File: src/rtl/fetch_decode_stage_if.sv
// fetch_decode_stage_if: instruction-memory request/acknowledge bus.
// The master (fetch stage) raises imem_req with a stable imem_addr and holds it
// until the slave (instruction memory) answers with imem_ack and imem_rdata.
interface fetch_decode_stage_if #(
   parameter int unsigned XLEN = 32
);
   logic            imem_req;
   logic [XLEN-1:0] imem_addr;
   logic            imem_ack;
   logic [31:0]     imem_rdata;

   modport master (
      output imem_req,
      output imem_addr,
      input  imem_ack,
      input  imem_rdata
   );

   modport slave (
      input  imem_req,
      input  imem_addr,
      output imem_ack,
      output imem_rdata
   );
endinterface

File: src/rtl/fetch_decode_stage.sv
// fetch_decode_stage: owns the PC, issues one handshaked fetch at a time to an
// instruction memory of variable latency, and holds the result in an IF/ID
// register with valid/stall/flush/redirect handling. A one-entry skid buffer
// absorbs a response that lands while IF/ID is stalled. MIPS32 fields are
// pre-decoded and J is resolved locally when J_LOCAL is set.
// Optional macro FETCH_STATS_EN adds saturating fetch/stall/drop counters.
module fetch_decode_stage #(
   parameter int unsigned     XLEN     = 32,
   parameter logic [XLEN-1:0] RESET_PC = {XLEN{1'b0}},
   parameter bit              J_LOCAL  = 1'b1
) (
   input  logic                 Clk,
   input  logic                 Rst,
   input  logic                 i_stall,
   input  logic                 i_flush,
   input  logic                 i_redirect,
   input  logic [XLEN-1:0]      i_redirect_pc,
   fetch_decode_stage_if.master imem,
   output logic                 o_valid,
   output logic [XLEN-1:0]      o_pc,
   output logic [XLEN-1:0]      o_pc4,
   output logic [31:0]          o_instr,
   output logic [4:0]           o_rs,
   output logic [4:0]           o_rt,
   output logic [4:0]           o_rd,
   output logic [XLEN-1:0]      o_imm
`ifdef FETCH_STATS_EN
   ,
   output logic [31:0]          o_fetch_cnt,
   output logic [31:0]          o_stall_cnt,
   output logic [31:0]          o_drop_cnt
`endif
);

   typedef enum logic [1:0] {
      ST_BOOT = 2'd0,
      ST_REQ  = 2'd1,
      ST_HOLD = 2'd2,
      ST_DROP = 2'd3
   } state_t;

   localparam logic [5:0]      OP_J       = 6'b000010;
   localparam logic [XLEN-1:0] PC_INC     = {{(XLEN-3){1'b0}}, 3'b100};
   localparam logic [XLEN-1:0] PC_MASK    = {{(XLEN-2){1'b1}}, 2'b00};
   localparam logic [XLEN-1:0] RESET_PC_A = RESET_PC & PC_MASK;
   // J replaces at most the low 28 bits of the PC; narrower PCs keep fewer.
   localparam int unsigned     LOW_W      = (XLEN < 28) ? XLEN : 28;

   state_t          state_r;
   logic [XLEN-1:0] pc_r;
   logic [XLEN-1:0] tgt_r;
   logic            imem_req_r;
   logic [XLEN-1:0] skid_pc_r;
   logic [31:0]     skid_instr_r;
   logic            o_valid_r;
   logic [XLEN-1:0] o_pc_r;
   logic [XLEN-1:0] o_pc4_r;
   logic [31:0]     o_instr_r;

   logic [27:0]     j_low_s;
   logic [XLEN-1:0] j_tgt_s;
   logic            j_kill_s;
   logic [XLEN-1:0] cur_pc_s;
   logic [XLEN-1:0] kill_tgt_s;
   logic            kill_s;
   logic            pending_s;
   logic            if_free_s;
   logic [XLEN-1:0] pc_nxt_s;
   logic [XLEN-1:0] imm_s;

   // Local J: a valid J in IF/ID acts as a redirect to the pseudo-direct target
   always_comb begin
      j_low_s                = {o_instr_r[25:0], 2'b00};
      j_tgt_s                = o_pc4_r;
      j_tgt_s[LOW_W-1:0]     = j_low_s[LOW_W-1:0];
      if ((J_LOCAL == 1'b1) && o_valid_r && (o_instr_r[31:26] == OP_J)) begin
         j_kill_s = 1'b1;
      end else begin
         j_kill_s = 1'b0;
      end
   end

   // Kill arbitration: redirect beats flush beats local J; flush keeps the PC
   // that would be fetched next (the latched target while a drop is pending)
   always_comb begin
      if (state_r == ST_DROP) begin
         cur_pc_s = tgt_r;
      end else begin
         cur_pc_s = pc_r;
      end
      if (i_redirect) begin
         kill_tgt_s = i_redirect_pc & PC_MASK;
      end else if (i_flush) begin
         kill_tgt_s = cur_pc_s;
      end else begin
         kill_tgt_s = j_tgt_s;
      end
      kill_s    = i_redirect | i_flush | j_kill_s;
      pending_s = imem_req_r & ~imem.imem_ack;
      if_free_s = ~o_valid_r | ~i_stall;
      pc_nxt_s  = pc_r + PC_INC;
   end

   // PC, fetch FSM, skid buffer and IF/ID register
   always_ff @(posedge Clk) begin
      if (!Rst) begin
         state_r      <= ST_BOOT;
         pc_r         <= RESET_PC_A;
         tgt_r        <= {XLEN{1'b0}};
         imem_req_r   <= 1'b0;
         skid_pc_r    <= {XLEN{1'b0}};
         skid_instr_r <= 32'h0;
         o_valid_r    <= 1'b0;
         o_pc_r       <= {XLEN{1'b0}};
         o_pc4_r      <= PC_INC;
         o_instr_r    <= 32'h0;
      end else if (kill_s) begin
         o_valid_r    <= 1'b0;
         o_instr_r    <= 32'h0;
         skid_pc_r    <= {XLEN{1'b0}};
         skid_instr_r <= 32'h0;
         imem_req_r   <= 1'b1;
         if (pending_s) begin
            // the in-flight request must still complete; its data is thrown away
            state_r <= ST_DROP;
            tgt_r   <= kill_tgt_s;
         end else begin
            state_r <= ST_REQ;
            pc_r    <= kill_tgt_s;
         end
      end else begin
         case (state_r)
            ST_BOOT: begin
               state_r    <= ST_REQ;
               imem_req_r <= 1'b1;
            end
            ST_REQ: begin
               if (imem.imem_ack) begin
                  pc_r <= pc_nxt_s;
                  if (if_free_s) begin
                     o_valid_r <= 1'b1;
                     o_pc_r    <= pc_r;
                     o_pc4_r   <= pc_nxt_s;
                     o_instr_r <= imem.imem_rdata;
                  end else begin
                     skid_pc_r    <= pc_r;
                     skid_instr_r <= imem.imem_rdata;
                     state_r      <= ST_HOLD;
                     imem_req_r   <= 1'b0;
                  end
               end else if (!i_stall) begin
                  // downstream took the instruction and nothing new arrived
                  o_valid_r <= 1'b0;
                  o_instr_r <= 32'h0;
               end
            end
            ST_HOLD: begin
               if (!i_stall) begin
                  o_valid_r  <= 1'b1;
                  o_pc_r     <= skid_pc_r;
                  o_pc4_r    <= skid_pc_r + PC_INC;
                  o_instr_r  <= skid_instr_r;
                  state_r    <= ST_REQ;
                  imem_req_r <= 1'b1;
               end
            end
            ST_DROP: begin
               if (imem.imem_ack) begin
                  pc_r    <= tgt_r;
                  state_r <= ST_REQ;
               end
            end
            default: begin
               state_r    <= ST_BOOT;
               imem_req_r <= 1'b0;
               o_valid_r  <= 1'b0;
               o_instr_r  <= 32'h0;
            end
         endcase
      end
   end

   // Sign-extend the 16-bit immediate to the PC width
   always_comb begin
      imm_s       = {XLEN{o_instr_r[15]}};
      imm_s[15:0] = o_instr_r[15:0];
   end

   assign imem.imem_req  = imem_req_r;
   assign imem.imem_addr = pc_r;
   assign o_valid        = o_valid_r;
   assign o_pc           = o_pc_r;
   assign o_pc4          = o_pc4_r;
   assign o_instr        = o_instr_r;
   assign o_rs           = o_instr_r[25:21];
   assign o_rt           = o_instr_r[20:16];
   assign o_rd           = o_instr_r[15:11];
   assign o_imm          = imm_s;

`ifdef FETCH_STATS_EN
   logic [31:0] fetch_cnt_r;
   logic [31:0] stall_cnt_r;
   logic [31:0] drop_cnt_r;
   logic        acc_s;
   logic        drop_s;
   logic        stl_s;

   function automatic logic [31:0] sat_inc(input logic [31:0] v);
      if (v == 32'hFFFF_FFFF) begin
         return v;
      end else begin
         return v + 32'd1;
      end
   endfunction

   // Classify this cycle's events for the statistics counters
   always_comb begin
      acc_s  = imem_req_r & imem.imem_ack & ~kill_s & (state_r == ST_REQ);
      drop_s = imem_req_r & imem.imem_ack & (kill_s | (state_r == ST_DROP));
      stl_s  = o_valid_r & i_stall;
   end

   // Saturating fetch/stall/drop counters
   always_ff @(posedge Clk) begin
      if (!Rst) begin
         fetch_cnt_r <= 32'h0;
         stall_cnt_r <= 32'h0;
         drop_cnt_r  <= 32'h0;
      end else begin
         if (acc_s) begin
            fetch_cnt_r <= sat_inc(fetch_cnt_r);
         end
         if (stl_s) begin
            stall_cnt_r <= sat_inc(stall_cnt_r);
         end
         if (drop_s) begin
            drop_cnt_r <= sat_inc(drop_cnt_r);
         end
      end
   end

   assign o_fetch_cnt = fetch_cnt_r;
   assign o_stall_cnt = stall_cnt_r;
   assign o_drop_cnt  = drop_cnt_r;
`endif

endmodule
File: src/flat_wrapper.sv
// flat-port wrapper written by rule: the top's interface ports become plain ports
module fetch_decode_stage_flat 
#(
   parameter int unsigned     XLEN     = 32,
   parameter logic [XLEN-1:0] RESET_PC = {XLEN{1'b0}},
   parameter bit              J_LOCAL  = 1'b1
)
  (Clk, Rst, i_stall, i_flush, i_redirect, i_redirect_pc, o_valid, o_pc, o_pc4, o_instr, o_rs, o_rt, o_rd, o_imm, imem_imem_req, imem_imem_addr, imem_imem_ack, imem_imem_rdata);
  fetch_decode_stage_if #(.XLEN(XLEN)) imem_i ();
  input  logic Clk;
  input  logic Rst;
  input  logic i_stall;
  input  logic i_flush;
  input  logic i_redirect;
  input  logic [XLEN-1:0] i_redirect_pc;
  output logic o_valid;
  output logic [XLEN-1:0] o_pc;
  output logic [XLEN-1:0] o_pc4;
  output logic [31:0] o_instr;
  output logic [4:0] o_rs;
  output logic [4:0] o_rt;
  output logic [4:0] o_rd;
  output logic [XLEN-1:0] o_imm;
  output wire logic [$bits(imem_i.imem_req)-1:0] imem_imem_req;
  output wire logic [$bits(imem_i.imem_addr)-1:0] imem_imem_addr;
  input wire logic [$bits(imem_i.imem_ack)-1:0] imem_imem_ack;
  input wire logic [$bits(imem_i.imem_rdata)-1:0] imem_imem_rdata;
  assign imem_imem_req = imem_i.imem_req;
  assign imem_imem_addr = imem_i.imem_addr;
  assign imem_i.imem_ack = imem_imem_ack;
  assign imem_i.imem_rdata = imem_imem_rdata;
  fetch_decode_stage #(.XLEN(XLEN), .RESET_PC(RESET_PC), .J_LOCAL(J_LOCAL)) u_core (.Clk(Clk), .Rst(Rst), .i_stall(i_stall), .i_flush(i_flush), .i_redirect(i_redirect), .i_redirect_pc(i_redirect_pc), .imem(imem_i), .o_valid(o_valid), .o_pc(o_pc), .o_pc4(o_pc4), .o_instr(o_instr), .o_rs(o_rs), .o_rt(o_rt), .o_rd(o_rd), .o_imm(o_imm));
endmodule
File: config.mk
export PLATFORM = sky130hd
export DESIGN_NAME = fetch_decode_stage_flat
export DESIGN_NICKNAME = d
export VERILOG_FILES = /design/src/rtl/fetch_decode_stage_if.sv /design/src/rtl/fetch_decode_stage.sv /design/src/flat_wrapper.sv
export SDC_FILE = /design/constraint.sdc
export NUM_CORES = 1
export LEC_CHECK = 0
export ABC_AREA = 1
export ABC_CLOCK_PERIOD_IN_PS = 3100
export CAP_MARGIN = 0
export CORE_ASPECT_RATIO = 0.6
export CORE_MARGIN = 2
export CORE_UTILIZATION = 44
export DETAILED_ROUTE_END_ITERATION = 8
export GPL_ROUTABILITY_DRIVEN = 0
export PLACE_DENSITY = 0.72
export SETUP_SLACK_MARGIN = 0.02
export SYNTH_ARGS = -nofsm -noshare
export SYNTH_HDL_FRONTEND = slang
export SYNTH_SLANG_ARGS = --single-unit
export TNS_END_PERCENT = 5
File: constraint.sdc
create_clock -name Clk -period 3.1 [get_ports Clk]
set_input_delay 0.31 -clock Clk [delete_from_list [all_inputs] [get_ports Clk]]
set_output_delay 0.31 -clock Clk [all_outputs]
set_load 0.02 [all_outputs]
# [Word level (Yosys, flattened, before mapping)]
# Index checks and enable logic that the tools add are counted.
# Widths: inputs -> output; s select.
[totals] regBits=228 output_inout_bits=177
[op_classes] n_addsub=2 n_eq_ne=14 muxes=38 bitwise_logic=10 n_reduce_logical=13
[op_table] cell="$mux 32" count=17
[op_table] cell="$pmux 32 s2" count=4
[op_table] cell="$add 32x3->32 const B" count=2
[op_table] cell="$reduce_and 4->1" count=4
[op_table] cell="$ne 3x2->1 const B" count=5
[op_table] cell="$mux 2" count=6
[op_table] cell="$mux 1" count=8
[op_table] cell="$pmux 2 s4" count=1
[op_table] cell="$eq 6x2->1 const B" count=1
[op_table] cell="$ne 2x2->1 const B" count=3
[op_table] cell="$not 1->1" count=6
[op_table] cell="$reduce_and 5->1" count=1
[op_table] cell="$eq 2x2->1 const B" count=2
[op_table] cell="$reduce_bool 4->1" count=1
[op_table] cell="$ne 3x3->1 const B" count=1
[op_table] cell="$or 1x1->1" count=3
[op_table] cell="$pmux 1 s3" count=1
[op_table] cell="$reduce_and 3->1" count=1
[op_table] cell="$reduce_bool 3->1" count=1
[op_table] cell="$eq 2x1->1 const B" count=1
[op_table] cell="$logic_not 2->1" count=1
[op_table] cell="$ne 2x1->1 const B" count=1
[op_table] cell="$pmux 1 s2" count=1
[op_table] cell="$reduce_and 2->1" count=1
[op_table] cell="4 further kinds" count=4

# [Logic depth before layout (Yosys ltp)]
[logic_depth] depth_word=6 depth_mapped=14 mapped_depth_nobuf=12

# [Least setup slack after synthesis]
# No wires, ideal clock.
[synth_timing] path_type="register to register" start="reg u_core.pc_r[3] (netlist: u_core.imem.imem_addr[3])" end="reg u_core.o_pc4_r[22] (netlist: u_core.o_pc4[22])" arrival_time_ns=1.650 required_time_ns=2.987 setup_slack_ns=1.336 path_stages_with_launch=13 period_less_slack_ns=1.764 cell_sequence="dfxtp_1 > ha_1 > nand2_1 > nor2_4 > nand2_2 > nor2_4 > nand2_1 > nand2_1 > nand2_1 > nand2_1 > nand2_1 > o21ai_1 > inv_1"
[synth_between] elab_chain_len=4
[synth_lines] item="start: declaration" line="fetch_decode_stage.sv:50" rtl="logic [XLEN-1:0] pc_r;"
[synth_lines] item="start signal: assignment" line="fetch_decode_stage.sv:129" rtl="pc_r <= kill_tgt_s;"
[synth_lines] item="start signal: assignment" line="fetch_decode_stage.sv:139" rtl="pc_r <= pc_nxt_s;"
[synth_lines] item="start signal: assignment" line="fetch_decode_stage.sv:169" rtl="pc_r <= tgt_r;"
[synth_lines] item="$add 32x3->32" line="fetch_decode_stage.sv:101" rtl="pc_nxt_s = pc_r + PC_INC;"
[synth_lines] item="$mux 32" line="fetch_decode_stage.sv:140" rtl="if (if_free_s) begin"
[synth_lines] item="$mux 32" line="fetch_decode_stage.sv:138" rtl="if (imem.imem_ack) begin"
[synth_lines] item="$pmux 32 s2" line="fetch_decode_stage.sv:132" rtl="case (state_r)"
[synth_lines] item="end signal: assignment" line="fetch_decode_stage.sv:143" rtl="o_pc4_r <= pc_nxt_s;"
[synth_lines] item="end signal: assignment" line="fetch_decode_stage.sv:161" rtl="o_pc4_r <= skid_pc_r + PC_INC;"
[synth_lines] item="end: declaration" line="fetch_decode_stage.sv:57" rtl="logic [XLEN-1:0] o_pc4_r;"
# No other way between the ends. The select of a mux whose other input is x is not followed.
# A chain may end at the register's enable or synchronous reset.

# [Worst setup path after layout]
[layout_timing] start="reg u_core.o_valid_r (netlist: u_core.o_valid)" end="reg u_core.tgt_r[3]"
[layout_between] elab_chain_len=4
[layout_lines] item="start: declaration" line="fetch_decode_stage.sv:55" rtl="logic o_valid_r;"
[layout_lines] item="start signal: assignment" line="fetch_decode_stage.sv:113" rtl="o_valid_r <= 1'b0;"
[layout_lines] item="start signal: assignment" line="fetch_decode_stage.sv:118" rtl="o_valid_r <= 1'b0;"
[layout_lines] item="start signal: assignment" line="fetch_decode_stage.sv:141" rtl="o_valid_r <= 1'b1;"
[layout_lines] item="$logic_and 1x1->1" line="fetch_decode_stage.sv:76" rtl="if ((J_LOCAL == 1'b1) && o_valid_r && (o_instr_r[31:26] == OP_J)) begin"
[layout_lines] item="$mux 1" line="fetch_decode_stage.sv:76"
[layout_lines] item="$or 1x1->1" line="fetch_decode_stage.sv:98" rtl="kill_s = i_redirect | i_flush | j_kill_s;"
[layout_lines] item="$reduce_and 2->1 (no line)"
[layout_lines] item="end signal: assignment" line="fetch_decode_stage.sv:109" rtl="tgt_r <= {XLEN{1'b0}};"
[layout_lines] item="end signal: assignment" line="fetch_decode_stage.sv:126" rtl="tgt_r <= kill_tgt_s;"
[layout_lines] item="end: declaration" line="fetch_decode_stage.sv:51" rtl="logic [XLEN-1:0] tgt_r;"
# No other way between the ends.

==> flow_metrics.env <==
export IMPL_coreArea_mm2=0.0278
export IMPL_min_path_type="input pin to flop"
export IMPL_worstReg2RegStart="u_core.o_valid"
export IMPL_critPathSlowestCell="inv_2"
export IMPL_synthesis_area_mm2=0.0126
export IMPL_synthTopCellsByArea="dfxtp_1 (36%), nand2_1 (14%), a21oi_1 (6.1%)"
export IMPL_synth_mux_area_share_pct=0.797
export IMPL_insertion_delay_ps=530
export IMPL_portBuffers=244
export IMPL_synthAdderAreaFrac_pct=0.598
export IMPL_rsz0062_at_grt="no"
export IMPL_final_period_utilization_pct=81.3
export IMPL_tritoncts="yes"
export IMPL_setup_viol=0
export IMPL_synth_most_common_cell="nand2_1"
export IMPL_ys_flop_type="dfxtp_1"
export IMPL_crit_path_end_kind="flop"
export IMPL_cts_made_buffers=23
export IMPL_worst_ep_required_time_ps=3530
export IMPL_cts_sinks=226
export IMPL_path_clk_slew_ps=70
export IMPL_clock_path_buffers=3
export IMPL_synth_compound_area_share_pct=20.7
export IMPL_setup_tns_ps=0
export IMPL_fp_dieH_um=135
export IMPL_grt_pass1_wl_mm=65.8
export IMPL_cp_num_buf_inv=3
export IMPL_seq_area_frac_synth_pct=36.0
export IMPL_rr_worst_depth=10
export IMPL_slew_viol_final=0
export IMPL_worstHoldStart="Rst"
export IMPL_path_class="flop to flop"
export IMPL_ys_types=42
export IMPL_syn_nets=1930
export IMPL_whs_ps=322
export IMPL_power_frac_comb_pct=19.1
export IMPL_placed_area_mm2=0.0147
export IMPL_p_per_area_mw_per_mm2=495
export IMPL_maxCapViolations=0
export IMPL_clock_root_buffer="clkbuf_16"
export IMPL_num_vias=13100
export IMPL_yosysTopAreaCell="dfxtp_1"
export IMPL_rrSetupSlack_ps=580
export IMPL_worst_slew_pin_slew_ps=849
export IMPL_hpwl_mm=29.7
export IMPL_vias_per_cell=5.60
export IMPL_sw_frac_of_total_pct=29.8
export IMPL_sequentialPowerShare_pct=42.4
export IMPL_wl_mm=42.0
export IMPL_min_period_ps=2520
export IMPL_grt_pass1_vias=12000
export IMPL_relSlewSlack_pct=43.3
export IMPL_finClkSkew_ps=10.4
export IMPL_antenna_found_initial=0
export IMPL_post_drt_wl_per_cell_um=17.9
export IMPL_synth_common_cells="nand2_1 (483), dfxtp_1 (226), nor2_1 (199), a21oi_1 (152), inv_1 (124)"
export IMPL_diodes=0
export IMPL_die_w_um=222
export IMPL_power_switching_uw=2280
export IMPL_drt_initial_drc_count=1623
export IMPL_firstDrtPassIters=7
export IMPL_syn_avg_cell_area_um2=6.78
export IMPL_hold_depth=3
export IMPL_pin_count=247
export IMPL_hold_buffers=0
export IMPL_nets=2039
export IMPL_rows=47
export IMPL_synth_xor_area_share_pct=1.78
export IMPL_cp_start_kind="flop"
export IMPL_fp_dieArea_mm2=0.0300
export IMPL_layout_drive_gt1_share_pct=6.52
export IMPL_drc=0
export IMPL_syn2layout_area_growth_pct=22.8
export IMPL_slowest_delay_ps=460
export IMPL_grt_ovfl_total=0
export IMPL_path_cells="nand2_1 -> nor3_2 -> nand2_1 -> nand2_2 -> buf_4 -> nand2_2 -> inv_2 -> buf_12 -> nor2_1 -> a211oi_1"
export IMPL_design_area_mm2=0.0154
export IMPL_ant_nets=0
export IMPL_hold_end="u_core.o_pc4[21]"
export IMPL_critPathTopFamily="buffers and inverters"
export IMPL_cts_resized=0
export IMPL_grt_max_degree=69
export IMPL_internal_power_uw=5360
export IMPL_start_util_pct=45.2
export IMPL_gr_usage_all_layers_pct=27.2
export IMPL_status="completed"
export IMPL_syn_inst=1854
export IMPL_crit_fanout=32
export IMPL_synth_edff_count=0
export IMPL_synth_top_family_by_area="simple AND/OR/NAND/NOR gates"
export IMPL_yosysTopAreaCellShare_pct=36.0
export IMPL_total_power_uw=7640
export IMPL_cts_setup_buffers=0
export IMPL_cts_htree_levels=1
export IMPL_yosysWarnings=0
export IMPL_r2r_end="u_core.tgt_r[3]"
export IMPL_crit_arrival_ps=2950
export IMPL_ir_drop_mv=0.291
export IMPL_p_clk_share_pct=38.5
export IMPL_ys_ff_latch=226
export IMPL_synth_simple_area_share_pct=27.3
export IMPL_fmax_ghz=0.397
export IMPL_power_leakage_uw=0.00582
export IMPL_synth_async_sr_flop_share_pct=0
export IMPL_hold_viol=0
==> worst max-delay path by stage <==
stage                             startpoint               end  slack, ps  cells past startpoint
detailed placement                i_redirect  u_core.tgt_r[12]        360                     11
finish                        u_core.o_valid   u_core.tgt_r[3]        580                     10
global route                  u_core.o_valid  u_core.tgt_r[14]        330                     10
global placement                  i_redirect   u_core.tgt_r[8]        460                     11
CTS                           u_core.o_valid  u_core.tgt_r[17]        610                     10
floorplan           u_core.imem.imem_addr[3]  u_core.o_pc4[22]       1340                     12
==> flip-flops by register name, summed over array words and instances (netlist names) <==
signal                 flops
u_core.state_r             2
u_core.o_pc4              30
u_core.tgt_r              32
u_core.imem.imem_req       1
u_core.o_instr            32
u_core.skid_instr_r       32
u_core.o_pc               32
u_core.imem.imem_addr     32
u_core.skid_pc_r          32
u_core.o_valid             1
==> worst register-to-register path: cells and delay by family (launching register included) <==
| kind | cells | cell delay (ps) |
|---|---|---|
| buffers and inverters | 3 | 1070 |
| AO/OA/AOI/OAI | 1 | 180 |
| AND/OR/NAND/NOR | 6 | 760 |
| flip-flops | 1 | 410 |
==> logic make-up (layout without fill, tap and decap cells) <==
kind of cell | count (synthesis) | in the layout
and+or+nand+nor | 822 | 822
muxes | 10 | 10
DFF | 226 | 226
xor gates and xnor gates | 23 | 23
buffers and inverters | 328 | 453
AOI/OAI and AO/OA | 439 | 439
adders and majority gates | 6 | 6
==> per-stage QoR <==
stage / instances / util [%] / setup slack, ps
3_5_place_dp: 2305 / 52.7 / 358
2_1_floorplan: 1854 / - / 1340
3_3_place_gp: 2305 / 52.7 / 463
6_report: 2346 / 55.5 / 580
4_1_cts: 2346 / 55.5 / 611
5_1_grt: 2346 / 55.5 / 329
==> power groups by stage <==
stage,logic [µW],registers [µW],clock network [µW]
detailed placement,1440,3290,0
CTS,1450,3230,2980
finish,1460,3240,2940
global route,1590,3250,3100
floorplan,839,3320,0
global placement,1410,3290,0
==> cell type report <==
class                   instances  area, µm²
clock inverters                10        150
multi-input cells            1300       6440
inverters                     139        524
well taps                     367        459
clock buffers                  31        626
fillers                      2659      12400
repair buffers                273       2710
flip-flops and latches        226       4520
==> cell usage in the layout (no fill, tap or decap), types with 26 or more instances in the layout <==
master	netlist	routed
a211oi_1	59	59
o211ai_1	41	41
inv_1	124	124
a31oi_1	31	31
o221ai_1	26	26
nand2_1	483	483
o21ai_0	93	93
o21ai_1	30	30
clkdlybuf4s50_1	0	243
nor2_1	199	198
nand3_1	83	83
a21oi_1	152	152
dfxtp_1	226	226
==> layer usage <==
metal	global-route usage (%)	vias up	wire length (µm)
li1	-	6271	-
met1	39.6	6117	18900
met2	40.6	676	17600
met4	6.91	0	988
met3	6.11	75	4540
met5	0	-	0
Note: power is estimated with default switching activity, not from simulation.
